<file path="src/rtl/dmem_pkg.sv">
// Shared types for the data-memory arbiter.
// State, owner and request bundle definitions.
package dmem_pkg;

  typedef enum logic [1:0] {
    IDLE   = 2'd0,
    ACCESS = 2'd1,
    DONE   = 2'd2
  } state_t;

  typedef enum logic {
    OWN_CPU = 1'b0,
    OWN_DMA = 1'b1
  } owner_t;

  localparam int WORD_BYTES = 4;

  typedef struct packed {
    logic        we;
    logic [31:0] addr;
    logic [31:0] wdata;
  } req_t;

endpackage

</file>
<file path="src/rtl/dmem_addr_check.sv">
// Request validity: word alignment and memory range.
// Purely combinational.
module dmem_addr_check #(
  parameter int WORDS = 16384
) (
  input  logic [31:0] i_addr,
  output logic        o_err
);
  import dmem_pkg::*;

  localparam logic [31:0] ALIGN_MASK = 32'(WORD_BYTES - 1);
  localparam logic [31:0] DEPTH      = 32'(WORDS);

  logic w_misaligned;
  logic w_oob;

  assign w_misaligned = (i_addr & ALIGN_MASK) != '0;
  assign w_oob        = {2'b00, i_addr[31:2]} >= DEPTH;
  assign o_err        = w_misaligned | w_oob;

endmodule

</file>
<file path="src/rtl/dmem_arbiter.sv">
// CPU/DMA arbiter for a single-port data memory.
// CPU has priority; DMA wins after STARVE_LIMIT waits.
module dmem_arbiter #(
  parameter int STARVE_LIMIT = 4,
  parameter int WORDS        = 16384
) (
  input  logic        clk,
  input  logic        rst_n,
  input  logic        cpu_req,
  input  logic        cpu_we,
  input  logic [31:0] cpu_addr,
  input  logic [31:0] cpu_wdata,
  output logic        cpu_ack,
  output logic        cpu_err,
  output logic [31:0] cpu_rdata,
  input  logic        dma_req,
  input  logic        dma_we,
  input  logic [31:0] dma_addr,
  input  logic [31:0] dma_wdata,
  output logic        dma_ack,
  output logic        dma_err,
  output logic [31:0] dma_rdata,
  output logic [31:0] mem_addr,
  output logic [31:0] mem_wdata,
  output logic        MemWrite,
  output logic        MemRead,
  input  logic [31:0] mem_rdata
);
  import dmem_pkg::*;

  localparam logic [3:0] LIMIT = 4'(STARVE_LIMIT);

  state_t      r_state;
  state_t      w_next;
  owner_t      r_owner;
  owner_t      w_gnt_owner;
  req_t        r_req;
  req_t        w_sel;
  logic        r_err;
  logic        w_sel_err;
  logic        w_grant;
  logic        w_dma_wins;
  logic        w_cpu_wins;
  logic [3:0]  r_starve;
  logic [31:0] r_cpu_rdata;
  logic [31:0] r_dma_rdata;
  logic [31:0] w_rd_load;
  logic        w_access;
  logic        w_done;

  // DMA takes the slot alone, or once the CPU has used up its quota
  assign w_dma_wins = dma_req && (!cpu_req || r_starve == LIMIT);
  assign w_cpu_wins = cpu_req && !w_dma_wins;

  always_comb begin
    w_grant     = 1'b0;
    w_gnt_owner = OWN_CPU;
    if (r_state == IDLE) begin
      unique case (1'b1)
        w_dma_wins: begin
          w_grant     = 1'b1;
          w_gnt_owner = OWN_DMA;
        end
        w_cpu_wins: begin
          w_grant     = 1'b1;
          w_gnt_owner = OWN_CPU;
        end
        default: ;
      endcase
    end
  end

  always_comb begin
    w_sel.we    = cpu_we;
    w_sel.addr  = cpu_addr;
    w_sel.wdata = cpu_wdata;
    if (w_gnt_owner == OWN_DMA) begin
      w_sel.we    = dma_we;
      w_sel.addr  = dma_addr;
      w_sel.wdata = dma_wdata;
    end
  end

  dmem_addr_check #(
    .WORDS (WORDS)
  ) u_chk (
    .i_addr (w_sel.addr),
    .o_err  (w_sel_err)
  );

  always_comb begin
    w_next = r_state;
    unique case (r_state)
      IDLE:    if (w_grant) w_next = ACCESS;
      ACCESS:  w_next = DONE;
      DONE:    w_next = IDLE;
      default: w_next = IDLE;
    endcase
  end

  assign w_rd_load = r_err ? 32'd0 : mem_rdata;

  always_ff @(posedge clk or negedge rst_n) begin
    if (!rst_n) begin
      r_state     <= IDLE;
      r_owner     <= OWN_CPU;
      r_req       <= '0;
      r_err       <= 1'b0;
      r_starve    <= 4'd0;
      r_cpu_rdata <= 32'd0;
      r_dma_rdata <= 32'd0;
    end else begin
      r_state <= w_next;
      if (w_grant) begin
        r_owner <= w_gnt_owner;
        r_req   <= w_sel;
        r_err   <= w_sel_err;
        if (w_gnt_owner == OWN_DMA) begin
          r_starve <= 4'd0;
        end else if (dma_req) begin
          r_starve <= r_starve + 4'd1;
        end
      end
      if (r_state == ACCESS && !r_req.we) begin
        if (r_owner == OWN_DMA) r_dma_rdata <= w_rd_load;
        else                    r_cpu_rdata <= w_rd_load;
      end
    end
  end

  assign w_access  = r_state == ACCESS;
  assign w_done    = r_state == DONE;

  assign MemWrite  = w_access && r_req.we && !r_err;
  assign MemRead   = w_access && !r_req.we && !r_err;
  assign mem_addr  = w_access ? r_req.addr : 32'd0;
  assign mem_wdata = w_access ? r_req.wdata : 32'd0;

  assign cpu_ack   = w_done && r_owner == OWN_CPU;
  assign dma_ack   = w_done && r_owner == OWN_DMA;
  assign cpu_err   = cpu_ack && r_err;
  assign dma_err   = dma_ack && r_err;
  assign cpu_rdata = r_cpu_rdata;
  assign dma_rdata = r_dma_rdata;

endmodule

</file>
<file path="config.mk">
export PLATFORM = sky130hd
export DESIGN_NAME = dmem_arbiter
export DESIGN_NICKNAME = d
export VERILOG_FILES = /design/src/rtl/dmem_pkg.sv /design/src/rtl/dmem_addr_check.sv /design/src/rtl/dmem_arbiter.sv
export SDC_FILE = /design/constraint.sdc
export NUM_CORES = 1
export LEC_CHECK = 0
export CORE_MARGIN = 10
export CORE_UTILIZATION = 45
export DETAILED_ROUTE_END_ITERATION = 10
export PLACE_DENSITY_LB_ADDON = 0.1
export SLEW_MARGIN = 15
export SYNTH_ARGS = -nofsm -noshare
export SYNTH_HDL_FRONTEND = slang
export SYNTH_SLANG_ARGS = --single-unit
</file>
<file path="constraint.sdc">
create_clock -name clk -period 3.7 [get_ports clk]
set_clock_uncertainty 0.2 [all_clocks]
set_input_delay 0.925 -clock clk [delete_from_list [all_inputs] [get_ports clk]]
set_output_delay 0.925 -clock clk [all_outputs]
set_load 0.02 [all_outputs]
</file>
==> flow_summary.json, run 1 <==
{
  "status": "finished, final reports clean",
  "max_slew_margin_pct": 32.1,
  "stdcell_area_um2": 10100,
  "final_cells": 1129,
  "fin_util_pct": 73.1,
  "path_max_fanout": 45,
  "cts_buffer_depth": 2,
  "wire_per_inst_um": 18.5,
  "period_needed_ns": 3.48,
  "place_area_um2": 9510,
  "path_class": "reg2out",
  "cap_violations": 0,
  "gr-usage-met1_pct": 23.6,
  "cts_sinks": 137,
  "cp.required_ns": 2.57,
  "max_slew.worst_pin.slew_ns": 1.02,
  "ir_drop_v": 0.000466,
  "grt_pass1_vias": 6203,
  "gp_congestion": 0.868,
  "power_leakage_uw": 0.00415,
  "die-area_um2": 19300,
  "hp-class": "in2async",
  "clk_pin_slew_worst_paths_ns": 0.05,
  "synth_edf_count": 0,
  "ant_nets": 0,
  "gr-usage-met2_pct": 35.6,
  "end_kind": "output port",
  "grt_pass1_wl_mm": 33.2,
  "syn_avg_cell_area_um2": 9.72,
  "syn_area_um2": 6350,
  "die_w_um": 139,
  "final_common_cell": "clkdlybuf4s50_1",
  "dp_slack_ns": 0.539,
  "ios": 300,
  "ys_seq_area_share_pct": 54.0,
  "synth-seq-cells": 137,
  "yosysWarnings": 0,
  "die_y_um": 139,
  "worstPathCellList": "nand2b_1 > clkinv_2 > buf_12 > and2_1 > clkdlybuf4s50_1",
  "cts_tree": "yes",
  "portBuffers": 299,
  "gr-max-usage-layer": "met2",
  "crit_family": "buffers and inverters",
  "syn_to_final_growth_pct": 59.2,
  "vias": 5801,
  "finalSetupTns_ns": 0,
  "rows": 43,
  "worst_setup_path_start_kind": "flop",
  "dp_hpwl_mm": 16.1,
  "cts_buffers": 17,
  "drtPass1Iterations": 4,
  "max_freq_ghz": 0.288,
  "hold_buffers": 0,
  "first_iter_violations": 267,
  "antenna_found_initial": 0,
  "cp.arrival_ns": 2.35,
  "insertion_delay_ns": 0.42,
  "synth.distinct_cells": 32,
  "initial_core_util_pct": 45.9,
  "use_met3_pct": 8.66,
  "drt-total-wl_mm": 20.9,
  "slowest_stage": "clkdlybuf4s50_1",
  "overflow": 0,
  "drc": 0,
  "via_per_inst": 5.14,
  "synth_cells": 653,
  "cts_resized": 0,
  "core_area_um2": 13800,
  "max_stage_delay_ns": 0.63,
  "multi_input_area_um2": 2710,
  "root_buffer": "clkbuf_16",
  "ff_latch_area_um2": 3430,
  "pwr_density_cell_nw_per_um2": 811,
  "fillers": 1008,
  "postCtsSetupRepairBufs": 0,
  "ys_async_sr_fraction_pct": 100,
  "h-tree-depth": 4,
  "placed_cells": 1098,
  "grt_max_degree": 69,
  "synth_fp_nets": 821,
  "diodes": 0,
  "layout-drive-gt1-share_pct": 4.74,
  "track_usage_pct": 21.3,
  "fin_nets": 1105,
  "hold_violations": 0,
  "rrSetupSlack_ns": 1.53,
  "layout_common_cells": "clkdlybuf4s50_1, dfrtp_1, nand2_1",
  "synth_flop_cell": "dfrtp_1",
  "period_share_pct": 93.9,
  "setup_slack_ns": 0.225,
  "rsz0062_at_grt": "false",
  "setup_viol_count_final": 0,
  "finalMaxSlewViolations": 0,
  "crit_buf_inv": 3
}
==> power by group <==
part	leakage, uW	switching [uW]	internal, uW
sequential	0.00176	406	2210
combinational	0.00212	2120	1760
clock	0.000270	629	1070
==> worst paths after layout <==
kind                                   startpoint                   endpoint  depth (start not counted)
setup reg to reg           r_state[1]$_DFFE_PN0P_  cpu_rdata[29]$_DFFE_PN0P_                          4
hold / removal                              rst_n   dma_rdata[7]$_DFFE_PN0P_                          1
min in group clk            r_req[29]$_DFFE_PN0P_      r_req[29]$_DFFE_PN0P_                          2
max in group asynchronous                   rst_n   cpu_rdata[6]$_DFFE_PN0P_                          2
hold reg to reg             r_req[29]$_DFFE_PN0P_      r_req[29]$_DFFE_PN0P_                          2
setup / recovery           r_state[1]$_DFFE_PN0P_              mem_wdata[25]                          5
==> cells by family (layout without fill, tap and decap cells) <==
logic type	count (synthesis)	after routing	share of synthesized area (%)
flip-flops	137	137	54.0
multiplexers	65	65	10.3
AO/OA/AOI/OAI	140	140	11.4
AND/OR/NAND/NOR	260	260	20.4
buffers and inverters	49	345	3.49
adder cells (fa/ha/maj)	2	2	0.394
==> final cells by class <==
class | count | area share, %
clock buffer | 20 | 4.42
clock inverter | 11 | 1.47
inverter | 4 | 0.161
multi-input combinational | 467 | 26.8
sequential | 137 | 33.9
tap | 180 | 2.23
timing repair buffer | 310 | 31.0
==> state kept, by name, summed over array words and instances (netlist names) <==
register   flops
dma_rdata     32
r_starve       4
r_state        2
r_req         65
r_owner        1
cpu_rdata     32
r_err          1
==> cell usage after synthesis (4+ instances only) <==
library cell	number	area share [%]
and2_1	67	6.6
buf_4	4	0.47
clkbuf_1	37	2.2
dfrtp_1	137	54
mux2i_1	65	10
nand2_1	134	7.9
nand2b_1	33	3.3
nor4_1	5	0.49
o21ai_0	57	4.5
o21ai_1	76	6.0
or4_1	4	0.47
==> through the flow <==
stage          total power, uW  hold slack [ns]
2_1_floorplan             4660            0.247
3_3_place_gp              6420            0.258
3_5_place_dp              6550            0.267
4_1_cts                   8270            0.266
5_1_grt                   8710            0.273
6_report                  8190            0.250
==> per-layer routing <==
layer | wire length [um] | part of all wire [%] | up-vias
li1 | - | - | 2763
met3 | 1840 | 8.8 | 40
met2 | 10400 | 50 | 239
met5 | 0 | 0 | -
met4 | 643 | 3.1 | 0
met1 | 7980 | 38 | 2759
No activity file was read; power rests on OpenSTA's default activity.
==> run 2, diff against run 1 <==
Clock period 3.7 ns to 4.22 ns, I/O delays scaled along.
==> flow_summary.json, run 2 (synthesis results as in run 1) <==
{
  "status": "finished, final reports clean",
  "finalMaxSlewViolations": 0,
  "pwr_density_cell_nw_per_um2": 709,
  "max_freq_ghz": 0.265,
  "gp_congestion": 0.800,
  "power_leakage_uw": 0.00415,
  "wire_per_inst_um": 18.6,
  "cts_buffers": 17,
  "core_area_um2": 13800,
  "die_w_um": 139,
  "fin_util_pct": 72.8,
  "cts_buffer_depth": 2,
  "grt_pass1_vias": 6081,
  "layout_common_cells": "clkdlybuf4s50_1, dfrtp_1, nand2_1",
  "die_y_um": 139,
  "hold_buffers": 0,
  "period_needed_ns": 3.77,
  "overflow": 0,
  "layout-drive-gt1-share_pct": 4.65,
  "drt-total-wl_mm": 20.9,
  "diodes": 0,
  "cap_violations": 0,
  "ir_drop_v": 0.000278,
  "rows": 43,
  "cts_resized": 0,
  "first_iter_violations": 305,
  "hold_violations": 0,
  "vias": 5665,
  "end_kind": "output port",
  "ios": 300,
  "setup_slack_ns": 0.446,
  "period_share_pct": 89.4,
  "path_max_fanout": 40,
  "path_class": "reg2out",
  "final_common_cell": "clkdlybuf4s50_1",
  "cts_tree": "yes",
  "hp-class": "reg2reg",
  "rsz0062_at_grt": "false",
  "setup_viol_count_final": 0,
  "ant_nets": 0,
  "largest_reg_flops": 65,
  "fin_nets": 1101,
  "initial_core_util_pct": 45.9,
  "regMostFlops": "r_req",
  "antenna_found_initial": 0,
  "cts_sinks": 137,
  "finalSetupTns_ns": 0,
  "cp.required_ns": 2.96,
  "worst_setup_path_start_kind": "flop",
  "dp_hpwl_mm": 15.9,
  "drc": 0,
  "insertion_delay_ns": 0.41,
  "grt_max_degree": 92,
  "h-tree-depth": 4,
  "track_usage_pct": 21.2,
  "drtPass1Iterations": 4,
  "die-area_um2": 19300,
  "dp_slack_ns": 0.853,
  "via_per_inst": 5.03,
  "postCtsSetupRepairBufs": 0,
  "max_slew.worst_pin.slew_ns": 1.16,
  "max_slew_margin_pct": 22.4,
  "root_buffer": "clkbuf_16",
  "syn_to_final_growth_pct": 58.5,
  "clk_pin_slew_worst_paths_ns": 0.06,
  "grt_pass1_wl_mm": 32.9,
  "cp.arrival_ns": 2.52,
  "portBuffers": 299
}
-- run 2: worst paths after layout --
path	from	endpoint	slack [ns]	depth (start not counted)
worst max-delay path	r_state[1]$_DFFE_PN0P_	mem_wdata[27]	0.45	5
worst min-delay path	r_req[48]$_DFFE_PN0P_	r_req[48]$_DFFE_PN0P_	0.28	2
worst max register to register	r_state[0]$_DFFE_PN0P_	r_req[29]$_DFFE_PN0P_	1.98	5
worst min register to register	r_req[48]$_DFFE_PN0P_	r_req[48]$_DFFE_PN0P_	0.28	2
max in group asynchronous	rst_n	r_req[63]$_DFFE_PN0P_	2.53	2
min in group asynchronous	rst_n	dma_rdata[7]$_DFFE_PN0P_	0.49	1
-- run 2: layer usage --
metal | part of all wire (%) | routed length (um) | GRT usage [%]
met1 | 39 | 8170 | 23.2
met2 | 51 | 10600 | 36.5
met3 | 8.8 | 1850 | 9.18
met4 | 1.5 | 316 | 6.37
met5 | 0 | 0 | 0
-- run 2: layout make-up --
class	count	area (um2)
inverter	4	15.0
multi-input combinational	467	2710
clock buffer	21	480
tap	180	225
fill	986	3760
timing repair buffer	306	3080
clock inverter	11	120
sequential	137	3430
-- run 2: critical path, cell delays in order (launching register included) --
cell	delay, ns
dfrtp_1	0.40
nand2b_1	0.20
inv_2	0.45
buf_12	0.23
and2_1	0.19
clkdlybuf4s50_1	0.62
-- run 2: where the power goes --
part           switching (uW)  internal [uW]  total [uW]
sequential                363           1930        2300
combinational            1840           1520        3360
clock                     548            929        1480
-- run 2: through the flow --
step           cell area [um2]  hold slack, ns  instances  power (uW)
2_1_floorplan             6350           0.247        653        4080
3_3_place_gp              9460           0.259       1094        5600
3_5_place_dp              9460           0.267       1094        5710
4_1_cts                  10100           0.279       1126        7220
5_1_grt                  10100           0.299       1126        7610
6_report                 10100           0.275       1126        7130
==> run 3, diff against run 2 <==
Settings changed: CAP_MARGIN set to 20.
==> flow_summary.json, run 3 (synthesis results as in run 1) <==
{
  "status": "finished, final reports clean",
  "fillers": 987,
  "worstPathCellList": "nand2b_1 > inv_2 > buf_12 > and2_1 > clkdlybuf4s50_1",
  "hp-start": "r_req[36]$_DFFE_PN0P_",
  "cp.depth": 5,
  "layout-drive-gt1-share_pct": 4.75,
  "p_int_uw": 4390,
  "regMostFlops": "r_req",
  "power_uw": 7140,
  "max_slew_margin_pct": 32.0,
  "root_buffer": "clkbuf_16",
  "ant_nets": 0,
  "cp.required_ns": 2.96,
  "rows": 43,
  "cap_violations": 0,
  "dp_hpwl_mm": 15.9,
  "hp-class": "reg2reg",
  "worstHoldEndpoint": "r_req[36]$_DFFE_PN0P_",
  "path_max_fanout": 40,
  "layout_common_cells": "clkdlybuf4s50_1, dfrtp_1, nand2_1",
  "insertion_delay_ns": 0.41,
  "ios": 300,
  "largest_reg_flops": 65,
  "die-area_um2": 19300,
  "pwr_density_cell_nw_per_um2": 708,
  "worstReg2RegStart": "r_state[0]$_DFFE_PN0P_",
  "overflow": 0,
  "swShare_pct": 38.5,
  "via_per_inst": 5.04,
  "path_class": "reg2out",
  "postCtsSetupRepairBufs": 0,
  "wire_per_inst_um": 18.5,
  "slowest_stage": "clkdlybuf4s50_1",
  "grt_max_degree": 92,
  "final_common_cell": "clkdlybuf4s50_1",
  "pwr-share-comb_pct": 47.4,
  "portBuffers": 299,
  "initial_core_util_pct": 45.9,
  "end_kind": "output port",
  "die_y_um": 139,
  "max_slew.worst_pin.slew_ns": 1.02,
  "antenna_found_initial": 0,
  "seq_power_share_pct": 31.9,
  "finalMaxSlewViolations": 0,
  "period_share_pct": 89.0,
  "drc": 0,
  "holdPathStages": 2,
  "hold_violations": 0,
  "finalSetupTns_ns": 0,
  "rrSetupSlack_ns": 1.99,
  "fin_util_pct": 72.9,
  "vias": 5675,
  "max_stage_delay_ns": 0.62,
  "period_needed_ns": 3.76,
  "power_leakage_uw": 0.00415,
  "cts_tree": "yes",
  "die_w_um": 139,
  "core_area_um2": 13800,
  "cts_resized": 0,
  "crit_buf_inv": 3,
  "rr_worst_depth": 5,
  "clk_pin_slew_worst_paths_ns": 0.06,
  "cts_sinks": 137,
  "rsz0062_at_grt": "false",
  "crit_family": "buffers and inverters",
  "p_sw_uw": 2750,
  "drtPass1Iterations": 4,
  "r2r-end": "r_req[29]$_DFFE_PN0P_",
  "worst_setup_path_start_kind": "flop",
  "gp_congestion": 0.800,
  "grt_pass1_wl_mm": 32.9,
  "cp.arrival_ns": 2.50,
  "cts_buffers": 17,
  "track_usage_pct": 21.2,
  "h-tree-depth": 4,
  "fin_nets": 1102,
  "cts_buffer_depth": 2,
  "hold_buffers": 0,
  "diodes": 0,
  "clkPwrFrac_pct": 20.7,
  "setup_viol_count_final": 0,
  "grt_pass1_vias": 6081,
  "drt-total-wl_mm": 20.9,
  "first_iter_violations": 324,
  "max_freq_ghz": 0.266,
  "ir_drop_v": 0.000278,
  "syn_to_final_growth_pct": 58.8
}
[run 3: cell count changes in the layout (fill, tap and decap cells not counted), sizes merged]
cell / previous run / this run
buf: 8 / 9
[run 3: power groups by stage]
stage / registers [uW] / clock network, uW / logic (uW)
after floorplan: 2540 / 0 / 1540
after global placement: 2280 / 0 / 3320
after detailed placement: 2310 / 0 / 3390
after CTS: 2300 / 1520 / 3410
after global routing: 2360 / 1580 / 3680
final: 2280 / 1480 / 3390
[run 3: routing by layer]
| layer | GRT usage (%) | routed length [um] |
|---|---|---|
| met5 | 0 | 0 |
| met2 | 36.5 | 10700 |
| met1 | 23.2 | 8100 |
| met3 | 9.18 | 1800 |
| met4 | 6.37 | 299 |
[run 3: stage by stage]
step                      cell area (um2)  cells  hold slack (ns)  worst slack [ns]
after floorplan                      6350    653            0.247              1.65
after global placement               9460   1094            0.259             0.886
after detailed placement             9460   1094            0.267             0.853
after CTS                           10100   1126            0.279             0.422
after global routing                10100   1127            0.299             0.276
final                               10100   1127            0.274             0.463
[run 3: worst max-delay path by stage]
stage | to | startpoint
finish | mem_wdata[27] | r_state[1]$_DFFE_PN0P_
global route | mem_wdata[28] | r_state[1]$_DFFE_PN0P_
CTS | mem_addr[20] | r_state[1]$_DFFE_PN0P_
detailed placement | r_req[29]$_DFFE_PN0P_ | dma_req
global placement | mem_wdata[29] | r_state[1]$_DFFE_PN0P_
floorplan | mem_addr[10] | r_state[1]$_DFFE_PN0P_
[run 3: layout make-up]
cell class,instances,area (um2),area share (%)
repair buffers,307,3100,30.8
multi-input cells,467,2710,26.9
well taps,180,225,2.23
clock buffers,21,480,4.77
inverters,4,15.0,0.149
clock inverters,11,120,1.19
flip-flops and latches,137,3430,34.0
[run 3: worst min-delay path: cells and delay by family (launching register included)]
kind	cells	cell delay, ns
AO/OA/AOI/OAI	1	0.06
flip-flops	1	0.33
AND/OR/NAND/NOR	1	0.04
